[config.mk]
export PLATFORM = sky130hd
export DESIGN_NAME = uart_tx
export DESIGN_NICKNAME = d
export VERILOG_FILES = /design/src/rtl/uart_tx.sv
export SDC_FILE = /design/constraint.sdc
export NUM_CORES = 1
export LEC_CHECK = 0
export ABC_AREA = 1
export CAP_MARGIN = 20
export CORE_AREA = 2 2 88 69
export CTS_CLUSTER_SIZE = 25
export DETAILED_ROUTE_END_ITERATION = 8
export DIE_AREA = 0 0 90 71
export GPL_ROUTABILITY_DRIVEN = 1
export GPL_TIMING_DRIVEN = 0
export HOLD_SLACK_MARGIN = 0.12
export PLACE_DENSITY_LB_ADDON = 0.08
export SLEW_MARGIN = 20
export SYNTH_ARGS = -nofsm -noshare
export SYNTH_HDL_FRONTEND = slang
export SYNTH_SLANG_ARGS = --single-unit
export TNS_END_PERCENT = 20
[constraint.sdc]
create_clock -name clock -period 3.85 [get_ports clock]
set_input_delay 0.77 -clock clock [delete_from_list [all_inputs] [get_ports clock]]
set_output_delay 0.77 -clock clock [all_outputs]
set_load 0.01 [all_outputs]
[src/rtl/uart_tx.sv]
// UART transmitter: 8 data bits LSB first, optional even parity, 1 or 2 stop bits.
// Define UART_TX_PARITY_EN to insert one even-parity bit between the data and stop bits.
module uart_tx #(
  parameter int CLKS_PER_BIT = 434,
  parameter int STOP_BITS    = 1
) (
  input  logic       clock,
  input  logic       reset,
  input  logic [7:0] tx_data,
  input  logic       tx_ready,
  output logic       tx_done,
  output logic       tx
);

  typedef enum logic [2:0] {
    IDLE   = 3'd0,
    START  = 3'd1,
    DATA   = 3'd2,
`ifdef UART_TX_PARITY_EN
    PARITY = 3'd3,
`endif
    STOP   = 3'd4
  } state_t;

  localparam logic [15:0] BAUD_LAST = 16'(CLKS_PER_BIT - 1);
  localparam logic        STOP_LAST = 1'(STOP_BITS - 1);

  state_t      state, state_next;
  logic [15:0] baud_cnt, baud_next;
  logic [2:0]  bit_cnt, bit_next;
  logic        stop_cnt, stop_next;
  logic [7:0]  shift_reg, shift_next;
  logic        tx_next, done_next;
  logic        tx_ready_last;
  logic        baud_tick;
  logic        accept;
`ifdef UART_TX_PARITY_EN
  logic        parity_bit, parity_next;
`endif

  assign baud_tick = (baud_cnt == BAUD_LAST);
  // Only a low-to-high transition while idle starts a frame; edges mid-frame are dropped.
  assign accept    = tx_ready && !tx_ready_last && (state == IDLE);

  // NOTE: every output of this block is given a default first, so no path leaves
  // a variable unassigned and no latch is inferred.
  always_comb begin
    state_next = state;
    baud_next  = baud_cnt;
    bit_next   = bit_cnt;
    stop_next  = stop_cnt;
    shift_next = shift_reg;
    tx_next    = tx;
    done_next  = tx_done;
`ifdef UART_TX_PARITY_EN
    parity_next = parity_bit;
`endif

    case (state)
      IDLE: begin
        tx_next = 1'b1;
        if (accept) begin
          shift_next = tx_data;
          baud_next  = '0;
          bit_next   = '0;
          stop_next  = 1'b0;
          tx_next    = 1'b0;
          done_next  = 1'b0;
          state_next = START;
`ifdef UART_TX_PARITY_EN
          parity_next = ^tx_data;
`endif
        end
      end

      START: begin
        if (baud_tick) begin
          baud_next  = '0;
          tx_next    = shift_reg[0];
          shift_next = {1'b0, shift_reg[7:1]};
          state_next = DATA;
        end else begin
          baud_next = baud_cnt + 16'd1;
        end
      end

      DATA: begin
        if (baud_tick) begin
          baud_next = '0;
          if (bit_cnt == 3'd7) begin
`ifdef UART_TX_PARITY_EN
            tx_next    = parity_bit;
            state_next = PARITY;
`else
            tx_next    = 1'b1;
            stop_next  = 1'b0;
            state_next = STOP;
`endif
          end else begin
            bit_next   = bit_cnt + 3'd1;
            tx_next    = shift_reg[0];
            shift_next = {1'b0, shift_reg[7:1]};
          end
        end else begin
          baud_next = baud_cnt + 16'd1;
        end
      end

`ifdef UART_TX_PARITY_EN
      PARITY: begin
        if (baud_tick) begin
          baud_next  = '0;
          tx_next    = 1'b1;
          stop_next  = 1'b0;
          state_next = STOP;
        end else begin
          baud_next = baud_cnt + 16'd1;
        end
      end
`endif

      STOP: begin
        if (baud_tick) begin
          baud_next = '0;
          if (stop_cnt == STOP_LAST) begin
            done_next  = 1'b1;
            state_next = IDLE;
          end else begin
            stop_next = 1'b1;
          end
        end else begin
          baud_next = baud_cnt + 16'd1;
        end
      end

      default: begin
        tx_next    = 1'b1;
        done_next  = 1'b1;
        state_next = IDLE;
      end
    endcase
  end

  // NOTE: state is updated with non-blocking assignments so every register
  // samples the pre-edge values, independent of statement order.
  always_ff @(posedge clock) begin
    if (reset) begin
      state         <= IDLE;
      baud_cnt      <= '0;
      bit_cnt       <= '0;
      stop_cnt      <= 1'b0;
      // NOTE: the shift register is cleared too, so a frame never starts from stale data.
      shift_reg     <= '0;
      tx            <= 1'b1;
      tx_done       <= 1'b1;
      // Resetting to 1 means a request already high at release is not an edge.
      tx_ready_last <= 1'b1;
`ifdef UART_TX_PARITY_EN
      parity_bit    <= 1'b0;
`endif
    end else begin
      state         <= state_next;
      baud_cnt      <= baud_next;
      bit_cnt       <= bit_next;
      stop_cnt      <= stop_next;
      shift_reg     <= shift_next;
      tx            <= tx_next;
      tx_done       <= done_next;
      tx_ready_last <= tx_ready;
`ifdef UART_TX_PARITY_EN
      parity_bit    <= parity_next;
`endif
    end
  end

endmodule

======== Yosys cells after proc, flatten, opt, wreduce, memory -nomap -nowiden ========
Cells that the tools add are included.
word-level totals
  flip-flop bits (word level) ............. 34
  latch bits .............................. 0
  memory bits (writable) .................. 0
  ROM bits ................................ 0
  input bits .............................. 11
  word-level logic and storage cells ...... 74
  memories kept ........................... 0
cells by class
  $add $sub $neg .......................... 2
  multipliers ............................. 0
  div/mod/pow operators ................... 0
  magnitude comparators ................... 0
  equal/unequal tests ..................... 12
  shifts and indexed selects .............. 0
  muxes and demuxes ....................... 33
  bitwise operators ....................... 2
  reduce and logical (&&, ||, !) cells .... 17
operators with widths
  cell                                                               number
  16-bit two-way mux                                                 2
  8-bit two-way mux                                                  4
  16-bit case mux with 2 select lines                                1
  3-bit two-way mux                                                  9
  8-bit case mux with 3 select lines                                 1
  16-bit by 1-bit adder with 16-bit output (second input constant)   1
  16-bit by 9-bit == test with 1-bit output (second input constant)  1
  2-bit inequality test (second input constant)                      7
  3-bit case mux with 4 select lines                                 1
  1-bit two-way mux                                                  11
  5-bit AND reduction                                                2
  4-bit AND reduction                                                2
  3-bit == test (second input constant)                              2
  1-bit case mux with 3 select lines                                 2
  3-bit case mux with 2 select lines                                 1
  6-bit AND reduction                                                1
  3-bit nonzero test                                                 2
  1-bit case mux with 4 select lines                                 1
  2-bit nonzero test                                                 2
  3-bit by 1-bit adder with 3-bit output (second input constant)     1
  3-bit by 1-bit == test with 1-bit output (second input constant)   1
  3-bit by 2-bit == test with 1-bit output (second input constant)   1
  3-bit logical NOT                                                  1
  3-bit AND reduction                                                1
  other kinds (6)                                                    8

======== Longest topological paths before layout ========
Gate-level depths: netlist of the first run.
  word-level depth ........................ 5
  mapped depth ............................ 11

======== Worst setup path before layout of the first run ========
OpenSTA, ideal clock, no wires.
  kind .................................... in2reg
  from .................................... input tx_ready
  to ...................................... register baud_cnt[14]
  data arrival time ....................... 1.599 ns
  data required time ...................... 3.736 ns
  setup slack ............................. 2.137 ns
  stages on the path ...................... 8
  path buffers ............................ 1
  cells stage by stage .................... inv_1 -> o21ai_4 -> o21ai_4 -> inv_4 -> buf_6 -> nand2_1 -> xor2_1 -> nor2_1
between the ends
  longest elaborated chain between the ends .. 4
ends and longest elaborated chain
  element                                 RTL line  RTL
  start, declared                         10        input logic tx_ready,
  1-bit logical AND (2 in a row)          43        assign accept = tx_ready && !tx_ready_last && (state == IDLE);
  2-bit inequality test (no source line)  -
  2-bit AND reduction (no source line)    -
  end signal, assigned                    163       baud_cnt <= baud_next;
  end, declared                           29        logic [15:0] baud_cnt, baud_next;
No other way between the ends.
A chain may end at the register's enable or synchronous reset.

======== Worst setup path in the final report of the first run ========
  from .................................... input tx_ready
  to ...................................... register baud_cnt[12]
The elaborated chain is that of the path after synthesis.

==> results of run 1 <==
cells in the mapped netlist:
| library cell | number | area [um2] |
|---|---|---|
| sky130_fd_sc_hd__a211oi_2 | 1 | 12.5 |
| sky130_fd_sc_hd__a21oi_1 | 13 | 65.1 |
| sky130_fd_sc_hd__a31o_2 | 1 | 8.76 |
| sky130_fd_sc_hd__buf_2 | 1 | 5.00 |
| sky130_fd_sc_hd__buf_4 | 1 | 7.51 |
| sky130_fd_sc_hd__buf_6 | 1 | 11.3 |
| sky130_fd_sc_hd__clkbuf_1 | 2 | 7.51 |
| sky130_fd_sc_hd__dfxtp_1 | 33 | 661 |
| sky130_fd_sc_hd__ha_1 | 4 | 50.1 |
| sky130_fd_sc_hd__inv_1 | 29 | 109 |
| sky130_fd_sc_hd__inv_2 | 3 | 11.3 |
| sky130_fd_sc_hd__inv_4 | 1 | 6.26 |
| sky130_fd_sc_hd__nand2_1 | 67 | 251 |
| sky130_fd_sc_hd__nand2_2 | 4 | 25.0 |
| sky130_fd_sc_hd__nand2_4 | 3 | 33.8 |
| sky130_fd_sc_hd__nand2b_4 | 1 | 13.8 |
| sky130_fd_sc_hd__nand3_1 | 17 | 85.1 |
| sky130_fd_sc_hd__nand3b_1 | 2 | 15.0 |
| sky130_fd_sc_hd__nand4_1 | 7 | 43.8 |
| sky130_fd_sc_hd__nor2_1 | 55 | 206 |
| sky130_fd_sc_hd__nor2_2 | 1 | 6.26 |
| sky130_fd_sc_hd__nor3_1 | 3 | 15.0 |
| sky130_fd_sc_hd__nor3b_1 | 1 | 7.51 |
| sky130_fd_sc_hd__nor3b_2 | 1 | 12.5 |
| sky130_fd_sc_hd__nor4_1 | 1 | 6.26 |
| sky130_fd_sc_hd__o211ai_1 | 3 | 22.5 |
| sky130_fd_sc_hd__o21ai_0 | 18 | 90.1 |
| sky130_fd_sc_hd__o21ai_4 | 2 | 32.5 |
| sky130_fd_sc_hd__o22ai_1 | 1 | 6.26 |
| sky130_fd_sc_hd__or2_2 | 1 | 6.26 |
| sky130_fd_sc_hd__xor2_1 | 6 | 52.6 |
placed cells by master, fill, tap and decap left out, types with 2 or more instances in the layout:
cell,n
sky130_fd_sc_hd__nand2_1,67
sky130_fd_sc_hd__nor2_1,55
sky130_fd_sc_hd__dfxtp_1,33
sky130_fd_sc_hd__inv_1,29
sky130_fd_sc_hd__o21ai_0,18
sky130_fd_sc_hd__nand3_1,17
sky130_fd_sc_hd__a21oi_1,13
sky130_fd_sc_hd__clkdlybuf4s50_1,11
sky130_fd_sc_hd__nand4_1,7
sky130_fd_sc_hd__clkbuf_8,7
sky130_fd_sc_hd__xor2_1,6
sky130_fd_sc_hd__nand2_2,4
sky130_fd_sc_hd__ha_1,4
sky130_fd_sc_hd__inv_2,3
sky130_fd_sc_hd__nand2_4,3
sky130_fd_sc_hd__o211ai_1,3
sky130_fd_sc_hd__nor3_1,3
sky130_fd_sc_hd__o21ai_4,2
sky130_fd_sc_hd__clkbuf_1,2
sky130_fd_sc_hd__nand3b_1,2
critical path, cell delays in order:
cell and delay [ns]:
sky130_fd_sc_hd__clkdlybuf4s50_1 0.45, sky130_fd_sc_hd__inv_1 0.08, sky130_fd_sc_hd__o21ai_4 0.26, sky130_fd_sc_hd__o21ai_4 0.18
sky130_fd_sc_hd__inv_4 0.11, sky130_fd_sc_hd__buf_6 0.14, sky130_fd_sc_hd__nand2_1 0.07, sky130_fd_sc_hd__xor2_1 0.15
sky130_fd_sc_hd__nor2_1 0.05
kinds of logic (layout without fill, tap and decap cells):
group,Yosys count,in the layout,synth area share
AO/OA/AOI/OAI,39,39,0.126
XOR/XNOR,6,6,0.0279
adder cells (fa/ha/maj),4,4,0.0265
buffers and inverters,38,57,0.0836
flip-flops,33,33,0.350
AND/OR/NAND/NOR,164,164,0.386
metal layers:
layer	share of wire	vias to the layer above	GRT usage	wire length, um
met2	0.41	18	0.241	1840
li1	-	946	-	-
met3	0.027	7	0.0351	119
met5	0	-	0	0
met1	0.55	802	0.210	2440
met4	0.013	0	0.0513	57
power by group through the flow:
stage	registers, uW	logic (uW)	clock network, uW
final	477	719	296
after global routing	489	830	316
after CTS	478	729	304
after detailed placement	485	724	0
after global placement	487	722	0
after floorplan	480	556	0
worst max path at each step:
stage                   from      endpoint  slack [ns]  cells after the start
finish              tx_ready  baud_cnt[12]        1.78                      9
global route        tx_ready  baud_cnt[12]        1.61                      9
CTS                 tx_ready  baud_cnt[12]        1.78                      9
detailed placement  tx_ready  baud_cnt[12]        1.48                      9
global placement    tx_ready  shift_reg[5]        1.48                      7
floorplan           tx_ready  baud_cnt[14]        2.14                      8
cell type report:
class                           count  area, um2
Buffer                              5       31.3
Clock buffer                        7       96.3
Clock inverter                      1       5.00
Fill cell                         620       3390
Inverter                           33        126
Multi-Input combinational cell    213       1070
Sequential cell                    33        661
Tap cell                           78       97.6
Timing Repair Buffer               11        110
per-stage QoR:
| stage | hold WS [ns] | area [um2] |
|---|---|---|
| after floorplan | 0.428 | 1890 |
| after global placement | 0.444 | 2090 |
| after detailed placement | 0.449 | 2090 |
| after CTS | 0.461 | 2200 |
| after global routing | 0.475 | 2200 |
| final | 0.458 | 2200 |
==> PnR_summary.wiki, run 1 <==
{| class="wikitable"
! Metric !! Value
|-
| Clock-pin slew of the registers on the worst-case setup and hold paths || 0.07 ns
|-
| Floorplan core area || 5590 um2
|-
| Seq/Total Area, Yosys || 0.350
|-
| Critical-path maximum fanout || 10
|-
| CTS Hold Buffers Added || 0
|-
| End point of the most critical hold path || bit_cnt[1]
|-
| Post-synth cell types || 31
|-
| Max-slew headroom || 0.625
|-
| Clk sink count || 33
|-
| Initial cell density of the core || 0.338
|-
| Portion of total power attributed to sequential cells || 0.319
|-
| Total number of yosys warnings || 0
|-
| Number of diodes added for antenna fixing || 0
|-
| Total overflow reported by the global router || 0
|-
| Number of CTS-inserted buffers || 5
|-
| Max reg flops || 16
|-
| Die Area || 6390 um2
|-
| Largest net degree at the start of global routing || 11
|-
| Final critical-path setup slack || 1.78 ns
|-
| Insertion delay to the later sink of the worst-skew pair || 0.29 ns
|-
| Final routed wire length divided by cell count || 11.7 um
|-
| Number of detailed-route iterations in the first pass || 4
|-
| Fraction of final layout cells with drive strength greater than 1 || 0.0990
|-
| Slew at the pin closest to its max-slew limit || 0.560 ns
|-
| Global-route wire length before repair || 7.90 mm
|-
| Antenna violations before repair || 0
|-
| Final Routed Wirelength || 4.45 mm
|-
| Synthesized cell area || 1890 um2
|-
| CTS root buf || sky130_fd_sc_hd__clkbuf_8
|-
| Clock group share of total power || 0.199
|-
| Hold Crit Class || flop to flop
|-
| Slack of the worst reg-to-reg path || 2.00 ns
|-
| Setup repair after global routing missed its margin || false
|-
| Cell internal pwr || 840 uW
|-
| # placed instances || 373
|-
| Overall Power || 1490 uW
|-
| H-tree levels || 2
|-
| Floorplan die height || 71 um
|-
| Run status || finished, final reports clean
|-
| Number of post-CTS setup repair buffers || 0
|-
| Static leakage || 0.000895 uW
|-
| Port bufs || 11
|-
| Boundary pin count || 13
|-
| Crit. End Element || flop
|-
| Max-slew violation count || 0
|-
| Power density of the placed cells || 680 nW/um2
|-
| Number of instances resized during post-cts repair || 0
|-
| Number of violations reported at the end of detailed-routing iteration 0 || 62
|-
| Deepest clock path buffer count || 2
|-
| Total global routing track utilization || 0.153
|-
| FF-to-FF Start || baud_cnt[0]
|-
| Flops & latches, synth || 33
|-
| Type of the worst setup path || input port to flop
|-
| Mean Syn Cell Area || 6.64 um2
|-
| Synthesized Nets || 299
|-
| CTS tree || done
|-
| Data required time of the worst path || 4.03 ns
|-
| Arrival time of the worst setup path || 2.25 ns
|-
| Worst Setup Slack post-DPL || 1.48 ns
|-
| Aggregate negative setup slack || 0 ns
|-
| Worst Skew || 0.00575 ns
|-
| Maximum vdd ir drop || 0.229 mV
|-
| Time the worst path needs with I/O delays and setup || 2.07 ns
|-
| Hold wc startpoint || bit_cnt[1]
|-
| Element type at the critical path start || input port
|-
| Hold Fails Final Rpt || 0
|-
| Worst r2r path cells || 7
|-
| Via density || 4.65
|-
| Count of antenna-violating nets left after detailed routing || 0
|-
| MaxCap Viol Count || 0
|-
| Endpoints failing setup || 0
|-
| Number of instances on the worst hold path || 2
|-
| Row count || 24
|-
| Last weighted congestion value of the routability-driven placer || 0.885
|-
| Layout overhead on the synthesized area || 16.4%
|-
| DRC violations left || 0
|-
| Power dissipated by switching net loads || 652 uW
|-
| Share of the core filled with cells || 0.393
|-
| Combinational fraction of design power || 0.482
|-
| Die extent in x || 90 um
|-
| End of the worst register-to-register path || baud_cnt[14]
|-
| Number of standard cells in the layout, taps in and fillers out || 381
|-
| Highest clock frequency the design can meet || 484 MHz
|-
| Nets@finish || 317
|-
| Routed vias || 1773
|-
| Share of total power consumed by net switching || 0.437
|-
| Period utilization || 0.537
|-
| Number of cells produced by synthesis || 284
|-
| Post-DP HPWL || 3.27 mm
|-
| Via count of the first global-routing pass || 1735
|}
(Power assumes the default switching activity.)
==> run 2, diff against run 1 <==
Clock period 3.85 ns to 1.7 ns, I/O delays scaled along.
==> run 2 against run 1 <==
Routed wire length up 0.76%; sequential power grew 130%; final area grew 4.8%; die area unchanged; cell count rose by 1.8%; combinational power rose to 2.6 times the previous value; global-route usage did not move; clock power increased by 130%; register-to-register slack worse by 1.9 ns; first-iteration DRC count rose by 15%; highest routed layer unchanged.
==> PnR_summary.wiki, run 2 (same netlist as run 1, synthesis figures left out) <==
{| class="wikitable"
! Metric !! Value
|-
| Run status || finished, final reports clean
|-
| Crit path top cell by count || sky130_fd_sc_hd__nor2_1
|-
| Die extent in x || 90 um (unchanged)
|-
| Via count of the first global-routing pass || 1735 (unchanged)
|-
| Critical Path Slowest Stage Cell || sky130_fd_sc_hd__dfxtp_1
|-
| Floorplan core area || 5590 um2 (unchanged)
|-
| Crit. End Element || flop
|-
| Critical-path maximum fanout || 9 (-1)
|-
| Hold Crit Class || flop to flop
|-
| Fraction of final layout cells with drive strength greater than 1 || 0.161 (+0.0623)
|-
| Type of the worst setup path || flop to flop
|-
| Insertion delay to the later sink of the worst-skew pair || 0.29 ns (about the same)
|-
| Deepest clock path buffer count || 2 (unchanged)
|-
| Number of detailed-route iterations in the first pass || 4 (unchanged)
|-
| Routed vias || 1791 (+1.0%)
|-
| Max reg flops || 16 (unchanged)
|-
| Port bufs || 11 (unchanged)
|-
| Number of violations reported at the end of detailed-routing iteration 0 || 71 (+15%)
|-
| Largest net degree at the start of global routing || 11 (unchanged)
|-
| Via density || 4.62 (-0.81%)
|-
| Final Routed Wirelength || 4.48 mm (+0.76%)
|-
| Slew at the pin closest to its max-slew limit || 0.454 ns (-0.106 ns)
|-
| CTS Hold Buffers Added || 0 (unchanged)
|-
| Die Area || 6390 um2 (unchanged)
|-
| Fill count || 612 (-1.3%)
|-
| Count of antenna-violating nets left after detailed routing || 0 (unchanged)
|-
| Global-route wire length before repair || 7.90 mm (unchanged)
|-
| Arrival time of the worst setup path || 1.81 ns (-0.44 ns)
|-
| Total global routing track utilization || 0.153 (unchanged)
|-
| Time the worst path needs with I/O delays and setup || 1.58 ns
|-
| Post-DP HPWL || 3.27 mm (unchanged)
|-
| Endpoints failing setup || 0 (unchanged)
|-
| Worst Skew || 0.00701 ns (+0.00126 ns)
|-
| Overall Power || 3610 uW (+140%)
|-
| Antenna violations before repair || 0 (unchanged)
|-
| Boundary pin count || 13 (unchanged)
|-
| Highest clock frequency the design can meet || 631 MHz
|-
| Nets@finish || 324 (+2.2%)
|-
| Most used cells in the layout excluding fill and tap cells || sky130_fd_sc_hd__nand2_1, sky130_fd_sc_hd__nor2_1, sky130_fd_sc_hd__dfxtp_1
|-
| Number of CTS-inserted buffers || 5 (unchanged)
|-
| Power density of the placed cells || 1570 nW/um2 (+130%)
|-
| Setup repair after global routing missed its margin || true
|-
| Series of cell instances along the critical path || ha_1 > ha_1 > nor2_1 > o21ai_1 > nand2b_4 > inv_2 > nor2_1 > nor2_1
|-
| Most common cell after layout, fill and taps aside || sky130_fd_sc_hd__nand2_1
|-
| Clock-pin slew of the registers on the worst-case setup and hold paths || 0.07 ns (about the same)
|-
| H-tree levels || 2 (unchanged)
|-
| CTS root buf || sky130_fd_sc_hd__clkbuf_8
|-
| Period utilization || 0.932
|-
| MaxCap Viol Count || 0 (unchanged)
|-
| Element type at the critical path start || flop
|-
| Row count || 24 (unchanged)
|-
| CTS tree || done
|-
| Floorplan die height || 71 um (unchanged)
|-
| Maximum vdd ir drop || 0.527 mV (+130%)
|-
| Clk sink count || 33 (unchanged)
|-
| Final routed wire length divided by cell count || 11.6 um (-1.1%)
|-
| Total overflow reported by the global router || 0 (unchanged)
|-
| Aggregate negative setup slack || 0 ns (unchanged)
|-
| Worst hold margin || 0.457 ns (-0.000630 ns)
|-
| Hold Fails Final Rpt || 0 (unchanged)
|-
| Last weighted congestion value of the routability-driven placer || 0.885 (unchanged)
|-
| Initial cell density of the core || 0.338 (unchanged)
|-
| Static leakage || 0.000940 uW (+5.0%)
|-
| Max-slew violation count || 0 (unchanged)
|-
| Data required time of the worst path || 1.92 ns (-2.11 ns)
|-
| Worst stage delay on the critical path || 0.33 ns (-0.12 ns)
|-
| Layout overhead on the synthesized area || 21.9%
|-
| Max-slew headroom || 0.695 (+0.0697)
|-
| Number of diodes added for antenna fixing || 0 (unchanged)
|-
| DRC violations left || 0 (unchanged)
|}
[run 2: changes by cell type in the layout (fill, tap and decap cells not counted), moves of 3 or more]
cell | before | now
sky130_fd_sc_hd__dfxtp_2 | 0 | 3
sky130_fd_sc_hd__nor2_1 | 55 | 51
sky130_fd_sc_hd__o21ai_1 | 0 | 3
sky130_fd_sc_hd__nor2_4 | 0 | 3
sky130_fd_sc_hd__nand2_1 | 67 | 63
sky130_fd_sc_hd__buf_4 | 1 | 8
sky130_fd_sc_hd__o21ai_0 | 18 | 15
sky130_fd_sc_hd__dfxtp_1 | 33 | 30
sky130_fd_sc_hd__nand2_2 | 4 | 7
[run 2: area by class of cell]
class / count / area (um2) / area share
clock inverters: 1 / 5.00 / 0.00218
plain buffers: 5 / 35.0 / 0.0152
multi-input cells: 213 / 1110 / 0.484
inverters: 33 / 126 / 0.0549
well taps: 78 / 97.6 / 0.0424
flip-flops and latches: 33 / 664 / 0.289
repair buffers: 18 / 163 / 0.0707
clock buffers: 7 / 96.3 / 0.0419
[run 2: where the power goes]
| group | total [uW] | internal, uW | switching [uW] |
|---|---|---|---|
| clock network | 671 | 366 | 305 |
| logic | 1840 | 720 | 1120 |
| registers | 1090 | 971 | 123 |
| total | 3610 | 2060 | 1550 |
[run 2: per-stage QoR]
step,worst slack (ns),utilization,cell area [um2],std cells
after global placement,-0.242,0.375,2090,373
final,0.115,0.412,2300,388
after floorplan,0.199,-,1890,284
after CTS,-0.00245,0.394,2200,381
after detailed placement,-0.240,0.375,2090,373
after global routing,-0.00755,0.412,2300,388
[run 2: layer usage]
| metal | vias up | GRT usage | part of all wire |
|---|---|---|---|
| met5 | - | 0 | 0 |
| met4 | 0 | 0.0513 | 0.0058 |
| met3 | 2 | 0.0351 | 0.024 |
| met2 | 18 | 0.241 | 0.42 |
| met1 | 812 | 0.210 | 0.55 |
| li1 | 959 | - | - |
[run 2: repair_timing]
| item | in CTS | in global routing |
|---|---|---|
| gates resized for setup | 2 | 19 |
| pin swaps | 0 | 4 |
| setup endpoints to repair | 4 | 23 |
| setup buffers | 0 | 7 |
[run 2: critical path, delay by kind of cell, from the launching register on]
family | cells | cell delay [ns]
and+or+nand+nor | 4 | 0.53
adders and majority gates | 2 | 0.42
DFF | 1 | 0.33
AOI/OAI and AO/OA | 1 | 0.11
buffers and inverters | 1 | 0.14
[run 2: path summary, 6_finish.rpt]
| path | start | to | slack [ns] | cells after the start |
|---|---|---|---|---|
| worst max-delay path | bit_cnt[0] | shift_reg[6] | 0.12 | 8 |
| worst min-delay path | bit_cnt[1] | bit_cnt[1] | 0.46 | 2 |
| worst max register to register | bit_cnt[0] | shift_reg[6] | 0.12 | 8 |
| worst min register to register | bit_cnt[1] | bit_cnt[1] | 0.46 | 2 |
==> run 3, diff against run 2 <==
Settings changed: MAX_ROUTING_LAYER from default to met4.
==> run 3 against run 2 <==
Non-clock buffer count unchanged; cell count is the same; clock skew is 0.00066 ns lower; final area up 0.11%; flip-flop and latch count is the same; sequential share of layout area about the same; clock power hardly changed; die area unchanged.
==> PnR_summary.wiki, run 3 (same netlist as run 1, synthesis figures left out) <==
{| class="wikitable"
! Metric !! Value
|-
| Floorplan die height || 71 um (unchanged)
|-
| Total overflow reported by the global router || 0 (unchanged)
|-
| Arrival time of the worst setup path || 1.76 ns (-0.05 ns)
|-
| Insertion delay to the later sink of the worst-skew pair || 0.29 ns (about the same)
|-
| Antenna violations before repair || 0 (unchanged)
|-
| Via count of the first global-routing pass || 1735 (unchanged)
|-
| Worst stage delay on the critical path || 0.33 ns (about the same)
|-
| Register cell area after layout || 664 um2 (unchanged)
|-
| Highest clock frequency the design can meet || 632 MHz (+0.23%)
|-
| Last weighted congestion value of the routability-driven placer || 0.899 (+1.7%)
|-
| Power density of the placed cells || 1570 nW/um2 (+0.38%)
|-
| Endpoints failing setup || 0 (unchanged)
|-
| DRC violations left || 0 (unchanged)
|-
| Count of antenna-violating nets left after detailed routing || 0 (unchanged)
|-
| Data required time of the worst path || 1.88 ns (-0.04 ns)
|-
| Die extent in x || 90 um (unchanged)
|-
| Number of diodes added for antenna fixing || 0 (unchanged)
|-
| Final routed wire length divided by cell count || 11.6 um (+0.69%)
|-
| Run status || finished, final reports clean
|-
| Max-slew violation count || 0 (unchanged)
|-
| Nets@finish || 324 (unchanged)
|-
| Floorplan core area || 5590 um2 (unchanged)
|-
| Aggregate negative setup slack || 0 ns (unchanged)
|-
| Critical Path Slowest Stage Cell || sky130_fd_sc_hd__dfxtp_1
|-
| Fill count || 611 (-0.16%)
|-
| Largest net degree at the start of global routing || 11 (unchanged)
|-
| Total global routing track utilization || 0.158 (+0.00500)
|-
| Max reg flops || 16 (unchanged)
|-
| Post-DP HPWL || 3.27 mm (unchanged)
|-
| Row count || 24 (unchanged)
|-
| Element type at the critical path start || flop
|-
| Crit. End Element || flop
|-
| Static leakage || 0.000940 uW (about the same)
|-
| Final Routed Wirelength || 4.52 mm (+0.69%)
|-
| Die Area || 6390 um2 (unchanged)
|-
| Boundary pin count || 13 (unchanged)
|-
| Series of cell instances along the critical path || ha_1 > ha_1 > nor2_1 > o21ai_1 > nand2b_4 > o21ai_0 > nor2_1
|-
| Clock-pin slew of the registers on the worst-case setup and hold paths || 0.07 ns (about the same)
|-
| Worst hold margin || 0.458 ns (+0.000409 ns)
|-
| Max-slew headroom || 0.689 (-0.00625)
|-
| Setup repair after global routing missed its margin || true
|-
| Slew at the pin closest to its max-slew limit || 0.467 ns (+0.0129 ns)
|-
| Deepest clock path buffer count || 2 (unchanged)
|-
| CTS root buf || sky130_fd_sc_hd__clkbuf_8
|-
| Routed vias || 1788 (-0.17%)
|-
| Time the worst path needs with I/O delays and setup || 1.58 ns (-0.00370 ns)
|-
| Port bufs || 11 (unchanged)
|-
| Number of detailed-route iterations in the first pass || 4 (unchanged)
|-
| Initial cell density of the core || 0.338 (unchanged)
|-
| Layout overhead on the synthesized area || 22.1%
|-
| Global-route wire length before repair || 7.90 mm (unchanged)
|-
| Worst Skew || 0.00635 ns (-0.000657 ns)
|-
| H-tree levels || 2 (unchanged)
|-
| Hold Crit Class || flop to flop
|-
| Number of CTS-inserted buffers || 5 (unchanged)
|-
| Period utilization || 0.930 (-0.00218)
|-
| Multi-input logic area || 1110 um2 (unchanged)
|-
| Type of the worst setup path || flop to flop
|-
| Most common cell after layout, fill and taps aside || sky130_fd_sc_hd__nand2_1
|-
| Fraction of final layout cells with drive strength greater than 1 || 0.161 (unchanged)
|-
| CTS Hold Buffers Added || 0 (unchanged)
|-
| CTS tree || done
|-
| Via density || 4.61 (-0.17%)
|-
| MaxCap Viol Count || 0 (unchanged)
|-
| Maximum vdd ir drop || 0.544 mV (+3.3%)
|-
| Clk sink count || 33 (unchanged)
|-
| Most used cells in the layout excluding fill and tap cells || sky130_fd_sc_hd__nand2_1, sky130_fd_sc_hd__nor2_1, sky130_fd_sc_hd__dfxtp_1
|-
| Hold Fails Final Rpt || 0 (unchanged)
|-
| Critical-path maximum fanout || 9 (unchanged)
|-
| Number of violations reported at the end of detailed-routing iteration 0 || 91 (+28%)
|}
## run 3: cell type report
| class | instances | share of cell area |
|---|---|---|
| plain buffers | 5 | 0.0152 |
| multi-input cells | 213 | 0.483 |
| inverters | 33 | 0.0559 |
| well taps | 78 | 0.0424 |
| clock buffers | 7 | 0.0418 |
| repair buffers | 18 | 0.0706 |
| clock inverters | 1 | 0.00217 |
| flip-flops and latches | 33 | 0.288 |
## run 3: path summary, 6_finish.rpt
check	start	endpoint	cells after the start	slack (ns)
worst min-delay path	bit_cnt[1]	bit_cnt[1]	2	0.46
worst min register to register	bit_cnt[1]	bit_cnt[1]	2	0.46
worst max-delay path	bit_cnt[0]	shift_reg[0]	7	0.12
worst max register to register	bit_cnt[0]	shift_reg[0]	7	0.12
## run 3: metal layers
metal  global-route usage  part of all wire  vias up
met3               0.0351             0.033        2
met2                0.239              0.42       18
met5                    -                 0        -
met4               0.0513            0.0058        0
li1                     -                 -      959
met1                0.212              0.54      809
## run 3: critical path, delay by kind of cell (launching register included)
kind,cells,cell delay (ns)
AND/OR/NAND/NOR,3,0.44
AO/OA/AOI/OAI,2,0.28
flip-flops,1,0.33
adder cells (fa/ha/maj),2,0.42
## run 3: where the power goes
group | internal, uW | leakage [uW] | switching (uW)
clock network | 366 | 0.0000542 | 302
registers | 972 | 0.000271 | 124
logic | 726 | 0.000615 | 1140
## run 3: stage by stage
stage | instance area [um2] | instances | total power, uW | util | worst slack [ns]
after CTS | 2200 | 381 | 3420 | 0.394 | -0.00245
final | 2300 | 388 | 3630 | 0.412 | 0.119
after global placement | 2090 | 373 | 2740 | 0.375 | -0.242
after detailed placement | 2090 | 373 | 2740 | 0.375 | -0.240
after global routing | 2300 | 388 | 3960 | 0.412 | -0.00211
after floorplan | 1890 | 284 | 2350 | - | 0.199
## run 3: what timing repair did
item	4_1_cts	5_1_grt
endpoints found under the setup margin	4	23
buffers inserted	0	7
pin swaps	0	4
resized for setup	2	22
